--- src/rtl/mem_burst_arbiter.sv ---
// Round-robin arbiter that hands the single DDR burst engine to one of NUM_PORTS requesters per burst.
// Optional watchdog output arb_timeout is built when ARB_TIMEOUT_EN is defined.
module mem_burst_arbiter #(
    parameter int NUM_PORTS      = 2,
    parameter int MEM_DATA_BITS  = 64,
    parameter int ADDR_BITS      = 24,
    parameter int TIMEOUT_CYCLES = 4096
) (
    input  logic                               mem_clk,
    input  logic                               rst_n,
    input  logic [NUM_PORTS-1:0]               req_rd_req,
    input  logic [NUM_PORTS-1:0]               req_wr_req,
    input  logic [NUM_PORTS*10-1:0]            req_rd_len,
    input  logic [NUM_PORTS*10-1:0]            req_wr_len,
    input  logic [NUM_PORTS*ADDR_BITS-1:0]     req_rd_addr,
    input  logic [NUM_PORTS*ADDR_BITS-1:0]     req_wr_addr,
    input  logic [NUM_PORTS*MEM_DATA_BITS-1:0] req_wr_data,
    output logic [NUM_PORTS-1:0]               req_wr_data_req,
    output logic [MEM_DATA_BITS-1:0]           req_rd_data,
    output logic [NUM_PORTS-1:0]               req_rd_data_valid,
    output logic [NUM_PORTS-1:0]               req_rd_finish,
    output logic [NUM_PORTS-1:0]               req_wr_finish,
    output logic                               rd_burst_req,
    output logic                               wr_burst_req,
    output logic [9:0]                         rd_burst_len,
    output logic [9:0]                         wr_burst_len,
    output logic [ADDR_BITS-1:0]               rd_burst_addr,
    output logic [ADDR_BITS-1:0]               wr_burst_addr,
    output logic [MEM_DATA_BITS-1:0]          wr_burst_data,
    input  logic                               wr_burst_data_req,
    input  logic                               rd_burst_data_valid,
    input  logic                               rd_burst_finish,
    input  logic                               wr_burst_finish,
    input  logic [MEM_DATA_BITS-1:0]           rd_burst_data,
    output logic [$clog2(NUM_PORTS)-1:0]       grant_id,
    output logic                               busy
`ifdef ARB_TIMEOUT_EN
    ,
    output logic                               arb_timeout
`endif
);

    localparam int GW       = $clog2(NUM_PORTS);
    localparam int SW       = GW + 1;
    localparam int LEN_BITS = 10;

    typedef enum logic [1:0] {ST_IDLE = 2'd0, ST_ISSUE = 2'd1, ST_WAIT = 2'd2, ST_COOL = 2'd3} state_t;

    if (NUM_PORTS < 2 || NUM_PORTS > 8 || TIMEOUT_CYCLES < 1 || TIMEOUT_CYCLES > 65535) begin : g_param_check
        $error("mem_burst_arbiter: parameter out of range");
    end

    state_t          r_state;
    logic [GW-1:0]   r_rr_ptr;
    logic [GW-1:0]   r_grant;
    logic            r_op_rd;
    logic [NUM_PORTS-1:0] w_pending;
    logic            w_any;
    logic [GW-1:0]   w_sel;
    logic [GW-1:0]   w_next_ptr;
    logic [SW-1:0]   w_sum;
    logic [SW-1:0]   w_idx;
    logic            w_active;

    assign w_pending  = req_rd_req | req_wr_req;
    assign w_next_ptr = (w_sel == GW'(NUM_PORTS - 1)) ? '0 : w_sel + 1'b1;
    assign w_active   = (r_state == ST_ISSUE) || (r_state == ST_WAIT);
    assign busy       = (r_state != ST_IDLE);
    assign grant_id   = r_grant;
    assign req_rd_data = rd_burst_data;

    // First pending port at or after rr_ptr, wrapping past the last port.
    always_comb begin
        w_any = 1'b0;
        w_sel = '0;
        w_sum = '0;
        w_idx = '0;
        for (int k = 0; k < NUM_PORTS; k++) begin
            w_sum = {1'b0, r_rr_ptr} + SW'(k);
            w_idx = (w_sum >= SW'(NUM_PORTS)) ? w_sum - SW'(NUM_PORTS) : w_sum;
            if (!w_any && w_pending[w_idx[GW-1:0]]) begin
                w_any = 1'b1;
                w_sel = w_idx[GW-1:0];
            end else begin
                w_any = w_any;
            end
        end
    end

    // Burst FSM: grant, one-cycle engine command, wait for finish, one cool-down cycle.
    always_ff @(posedge mem_clk) begin
        if (!rst_n) begin
            r_state       <= ST_IDLE;
            r_rr_ptr      <= '0;
            r_grant       <= '0;
            r_op_rd       <= 1'b0;
            rd_burst_req  <= 1'b0;
            wr_burst_req  <= 1'b0;
            rd_burst_len  <= 10'd0;
            wr_burst_len  <= 10'd0;
            rd_burst_addr <= '0;
            wr_burst_addr <= '0;
        end else begin
            case (r_state)
                ST_IDLE: begin
                    if (w_any) begin
                        r_grant  <= w_sel;
                        r_rr_ptr <= w_next_ptr;
                        r_op_rd  <= req_rd_req[w_sel];
                        r_state  <= ST_ISSUE;
                        // Read wins when a port raises both requests together.
                        if (req_rd_req[w_sel]) begin
                            rd_burst_req  <= 1'b1;
                            rd_burst_len  <= req_rd_len[w_sel*LEN_BITS +: LEN_BITS];
                            rd_burst_addr <= req_rd_addr[w_sel*ADDR_BITS +: ADDR_BITS];
                            wr_burst_req  <= 1'b0;
                            wr_burst_len  <= 10'd0;
                            wr_burst_addr <= '0;
                        end else begin
                            wr_burst_req  <= 1'b1;
                            wr_burst_len  <= req_wr_len[w_sel*LEN_BITS +: LEN_BITS];
                            wr_burst_addr <= req_wr_addr[w_sel*ADDR_BITS +: ADDR_BITS];
                            rd_burst_req  <= 1'b0;
                            rd_burst_len  <= 10'd0;
                            rd_burst_addr <= '0;
                        end
                    end else begin
                        r_state <= ST_IDLE;
                    end
                end
                ST_ISSUE: begin
                    rd_burst_req <= 1'b0;
                    wr_burst_req <= 1'b0;
                    r_state      <= ST_WAIT;
                end
                ST_WAIT: begin
                    if ((r_op_rd && rd_burst_finish) || (!r_op_rd && wr_burst_finish)) begin
                        r_state <= ST_COOL;
                    end else begin
                        r_state <= ST_WAIT;
                    end
                end
                ST_COOL: begin
                    r_state <= ST_IDLE;
                end
                default: begin
                    r_state <= ST_IDLE;
                end
            endcase
        end
    end

    // Owner-only routing of engine strobes, write data and finish pulses.
    always_comb begin
        req_wr_data_req   = '0;
        req_rd_data_valid = '0;
        req_rd_finish     = '0;
        req_wr_finish     = '0;
        wr_burst_data     = '0;
        if (w_active) begin
            req_wr_data_req[r_grant]   = wr_burst_data_req;
            req_rd_data_valid[r_grant] = rd_burst_data_valid;
            wr_burst_data              = req_wr_data[r_grant*MEM_DATA_BITS +: MEM_DATA_BITS];
        end else begin
            wr_burst_data = '0;
        end
        if (r_state == ST_WAIT) begin
            if (r_op_rd) begin
                req_rd_finish[r_grant] = rd_burst_finish;
            end else begin
                req_wr_finish[r_grant] = wr_burst_finish;
            end
        end else begin
            req_rd_finish = '0;
        end
    end

`ifdef ARB_TIMEOUT_EN
    localparam logic [15:0] TO_LIMIT = 16'(TIMEOUT_CYCLES);

    logic [15:0] r_to_cnt;
    logic        r_timeout;

    // Watchdog: counts WAIT cycles of the current burst; the flag is sticky until reset.
    always_ff @(posedge mem_clk) begin
        if (!rst_n) begin
            r_to_cnt  <= 16'd0;
            r_timeout <= 1'b0;
        end else if (r_state == ST_ISSUE) begin
            r_to_cnt <= 16'd0;
        end else if (r_state == ST_WAIT) begin
            if (r_to_cnt != 16'hFFFF) begin
                r_to_cnt <= r_to_cnt + 16'd1;
            end else begin
                r_to_cnt <= r_to_cnt;
            end
            if ((r_to_cnt + 16'd1) >= TO_LIMIT) begin
                r_timeout <= 1'b1;
            end else begin
                r_timeout <= r_timeout;
            end
        end else begin
            r_to_cnt <= r_to_cnt;
        end
    end

    assign arb_timeout = r_timeout;
`endif

endmodule

--- config.mk ---
export PLATFORM = sky130hd
export DESIGN_NAME = mem_burst_arbiter
export DESIGN_NICKNAME = d
export VERILOG_FILES = /design/src/rtl/mem_burst_arbiter.sv
export SDC_FILE = /design/constraint.sdc
export NUM_CORES = 1
export LEC_CHECK = 0
export ABC_AREA = 1
export CAP_MARGIN = 20
export CORE_AREA = 2 2 212 214
export CTS_CLUSTER_SIZE = 24
export DETAILED_ROUTE_END_ITERATION = 16
export DIE_AREA = 0 0 214 216
export DONT_BUFFER_PORTS = 1
export PLACE_DENSITY = 0.3
export SYNTH_ARGS = -nofsm -noshare
export SYNTH_HDL_FRONTEND = slang
export SYNTH_SLANG_ARGS = --single-unit
--- constraint.sdc ---
create_clock -name mem_clk -period 3.6 [get_ports mem_clk]
set_input_delay 1.08 -clock mem_clk [delete_from_list [all_inputs] [get_ports mem_clk]]
set_output_delay 1.08 -clock mem_clk [all_outputs]
set_load 0.02 [all_outputs]
==> results.py <==
metrics = {
    "outcome": {
        "status": "completed",
    },
    "timing": {
        "tightest_slew_ns": 0.7989,
        "tns_ns": 0,
        "post-route-period-util_pct": 92.31,
        "fin_skew_ns": 0.01023,
        "fin_crit_ns": 3.323,
        "fmax_mhz": 300.9,
        "slew_viol_final": 0,
        "holdWs_ns": 0.5702,
        "rsz0062_at_grt": "false",
        "maxSlewHeadroom_pct": 46.74,
        "hold_viol_final": 0,
        "setup-violations-final": 0,
    },
    "clocking": {
        "cts_tree": "done",
        "clk_pin_slew_ns": 0.07,
        "cts_hold_buf": 0,
        "post-cts-setup-buffer-count": 0,
        "cts_resized": 0,
        "cts_buffers": 9,
        "cts_sinks": 75,
        "h-tree-depth": 3,
        "cts_buffer_depth": 2,
        "clock_latency_ns": 0.36,
        "root_buffer": "clkbuf_16",
    },
    "routing": {
        "drt_first_iter_violations": 310,
        "via_per_inst": 4.010,
        "wl_mm": 26.90,
        "drc_errors": 0,
        "wl_per_cell_um": 19.75,
        "vias": 5461,
        "drtAntennaViolNets": 0,
        "dr.pass1.iters": 5,
    },
    "synthesis": {
        "synthArstFlopShare_pct": 0,
        "synth_top_area_share_pct": 28.25,
        "yosysWarnings": 0,
        "syn-cell-area_um2": 5315,
        "ys_types": 20,
        "synthTopCellsByArea": "dfxtp_1, nand3_1, nand2_1, buf_4, a21oi_1",
        "avgSynthCellArea_um2": 6.040,
        "synth_nets": 1222,
        "postSynthCellCount": 880,
        "ys.flop_type": "dfxtp_1",
        "yosys_register_bits": 75,
        "synth_edf_count": 0,
        "synth_area_leader_cell": "dfxtp_1",
        "yosysSeqAreaShare_pct": 28.25,
        "synth_common_cells": "nand2_1, nand3_1, dfxtp_1",
        "synth.most_common_cell": "nand2_1",
    },
    "finish": {
        "area_delta_synth_final_pct": 7.816,
        "design_area_um2": 5731,
        "fin_nets": 1109,
        "drive_gt1_share_pct": 5.584,
        "antenna_cells": 0,
    },
    "setup_path": {
        "cp.arrival_ns": 2.24,
        "path_cells": "inv_1, ha_4, buf_12, nand3_1, nand2_1",
        "crit_fanout": 76,
        "cp_slowest_cell": "ha_4",
        "worstPathRequired_ns": 2.52,
        "start_kind": "register",
        "worstSetupEndpointType": "output pin",
        "r2r_cells": 8,
        "path_class": "register to output pin",
        "slowest_delay_ns": 0.63,
    },
    "power": {
        "p_leak_nw": 2.337,
        "p_per_area_nw_per_um2": 656.6,
        "peakVddDrop_mv": 0.1928,
    },
    "floorplan": {
        "fp.dieH_um": 216,
        "die_w_um": 214,
        "core_area_um2": 43840,
        "num_rows": 77,
        "io_pins": 546,
        "dieArea_um2": 46220,
        "start_util_pct": 12.13,
    },
    "global_route": {
        "grt_use_total_pct": 11.24,
        "grt_pass1_wl_mm": 37.84,
        "grt_overflow_total": 0,
        "antenna_found_initial": 2,
        "grt_max_degree": 77,
        "grt_pass1_vias": 5356,
    },
    "placement": {
        "portBuffers": 0,
        "placed_area_um2": 5461,
        "hpwl_mm": 20.90,
        "place_congestion": 0.7941,
    },
    "min_path": {
        "hp-class": "register to register",
        "min_delay_path_depth": 2,
    },
    "flow_run": {
        "cap_violations": 0,
    },
}
## power by group
group / internal [mW] / switching, mW / total, mW
combinational: 0.390 / 1.36 / 1.75
clock: 0.497 / 0.388 / 0.885
sequential: 0.934 / 0.191 / 1.12
## final timing paths
check                         from                 to  slack (ns)
setup / recovery        r_state[0]  wr_burst_data[32]        0.28
hold / removal    wr_burst_addr[6]   wr_burst_addr[6]        0.57
setup reg to reg          r_rr_ptr   rd_burst_addr[6]        1.54
hold reg to reg   wr_burst_addr[6]   wr_burst_addr[6]        0.57
## state kept, by name, summed over array words and instances, names as in the netlist
signal         cells
grant_id           1
r_op_rd            1
r_rr_ptr           1
r_state            2
rd_burst_addr     24
rd_burst_len      10
rd_burst_req       1
wr_burst_addr     24
wr_burst_len      10
wr_burst_req       1
## layout make-up
cell class / instances / area [um^2]
inverters: 16 / 60.06
repair buffers: 19 / 205.2
flip-flops and latches: 75 / 1503
multi-input cells: 646 / 2953
fillers: 5159 / 38110
clock inverters: 2 / 12.51
clock buffers: 12 / 256.5
well taps: 592 / 740.7
## critical path, delay by kind of cell (launching register included)
| family | cells | cell delay [ns] |
|---|---|---|
| adders and majority gates | 1 | 0.63 |
| and+or+nand+nor | 2 | 0.46 |
| buffers and inverters | 2 | 0.44 |
| DFF | 1 | 0.33 |
## placed cells by master (no fill, tap or decap), types with 2 or more instances in the layout
cell         n
nor2_1       9
nor3_1       4
nand3_1    266
clkbuf_16    9
a21oi_1     72
ha_1         3
inv_1       12
dfxtp_1     74
inv_2        4
nand2_1    280
nand2_2      2
nand2_4      2
buf_12       5
o211ai_1     2
clkbuf_8     2
buf_4       14
## per-stage QoR
step | setup WS [ns] | util, % | cells | total power, mW
2_1_floorplan | 0.8957 | - | 880 | 2.513
3_3_place_gp | 0.6709 | 12.46 | 1348 | 2.944
3_5_place_dp | 0.6297 | 12.46 | 1348 | 2.949
4_1_cts | 0.2223 | 13.07 | 1362 | 3.881
5_1_grt | 0.1035 | 13.07 | 1362 | 4.047
6_report | 0.2770 | 13.07 | 1362 | 3.763
## cell families after synthesis
kind of cell | count (synthesis) | share of synthesized area, %
adders and majority gates | 4 | 0.9417
buffers and inverters | 159 | 16.67
AOI/OAI and AO/OA | 78 | 7.745
DFF | 75 | 28.25
and+or+nand+nor | 564 | 46.40
## routing by layer
metal | GRT usage, % | up-vias | share of wire [%]
met2 | 18.11 | 304 | 46
met4 | 4.406 | 4 | 2.7
met1 | 12.97 | 2489 | 41
met5 | 0 | - | 0.11
met3 | 5.088 | 44 | 9.8
li1 | - | 2620 | -
(Power assumes the default switching activity.)
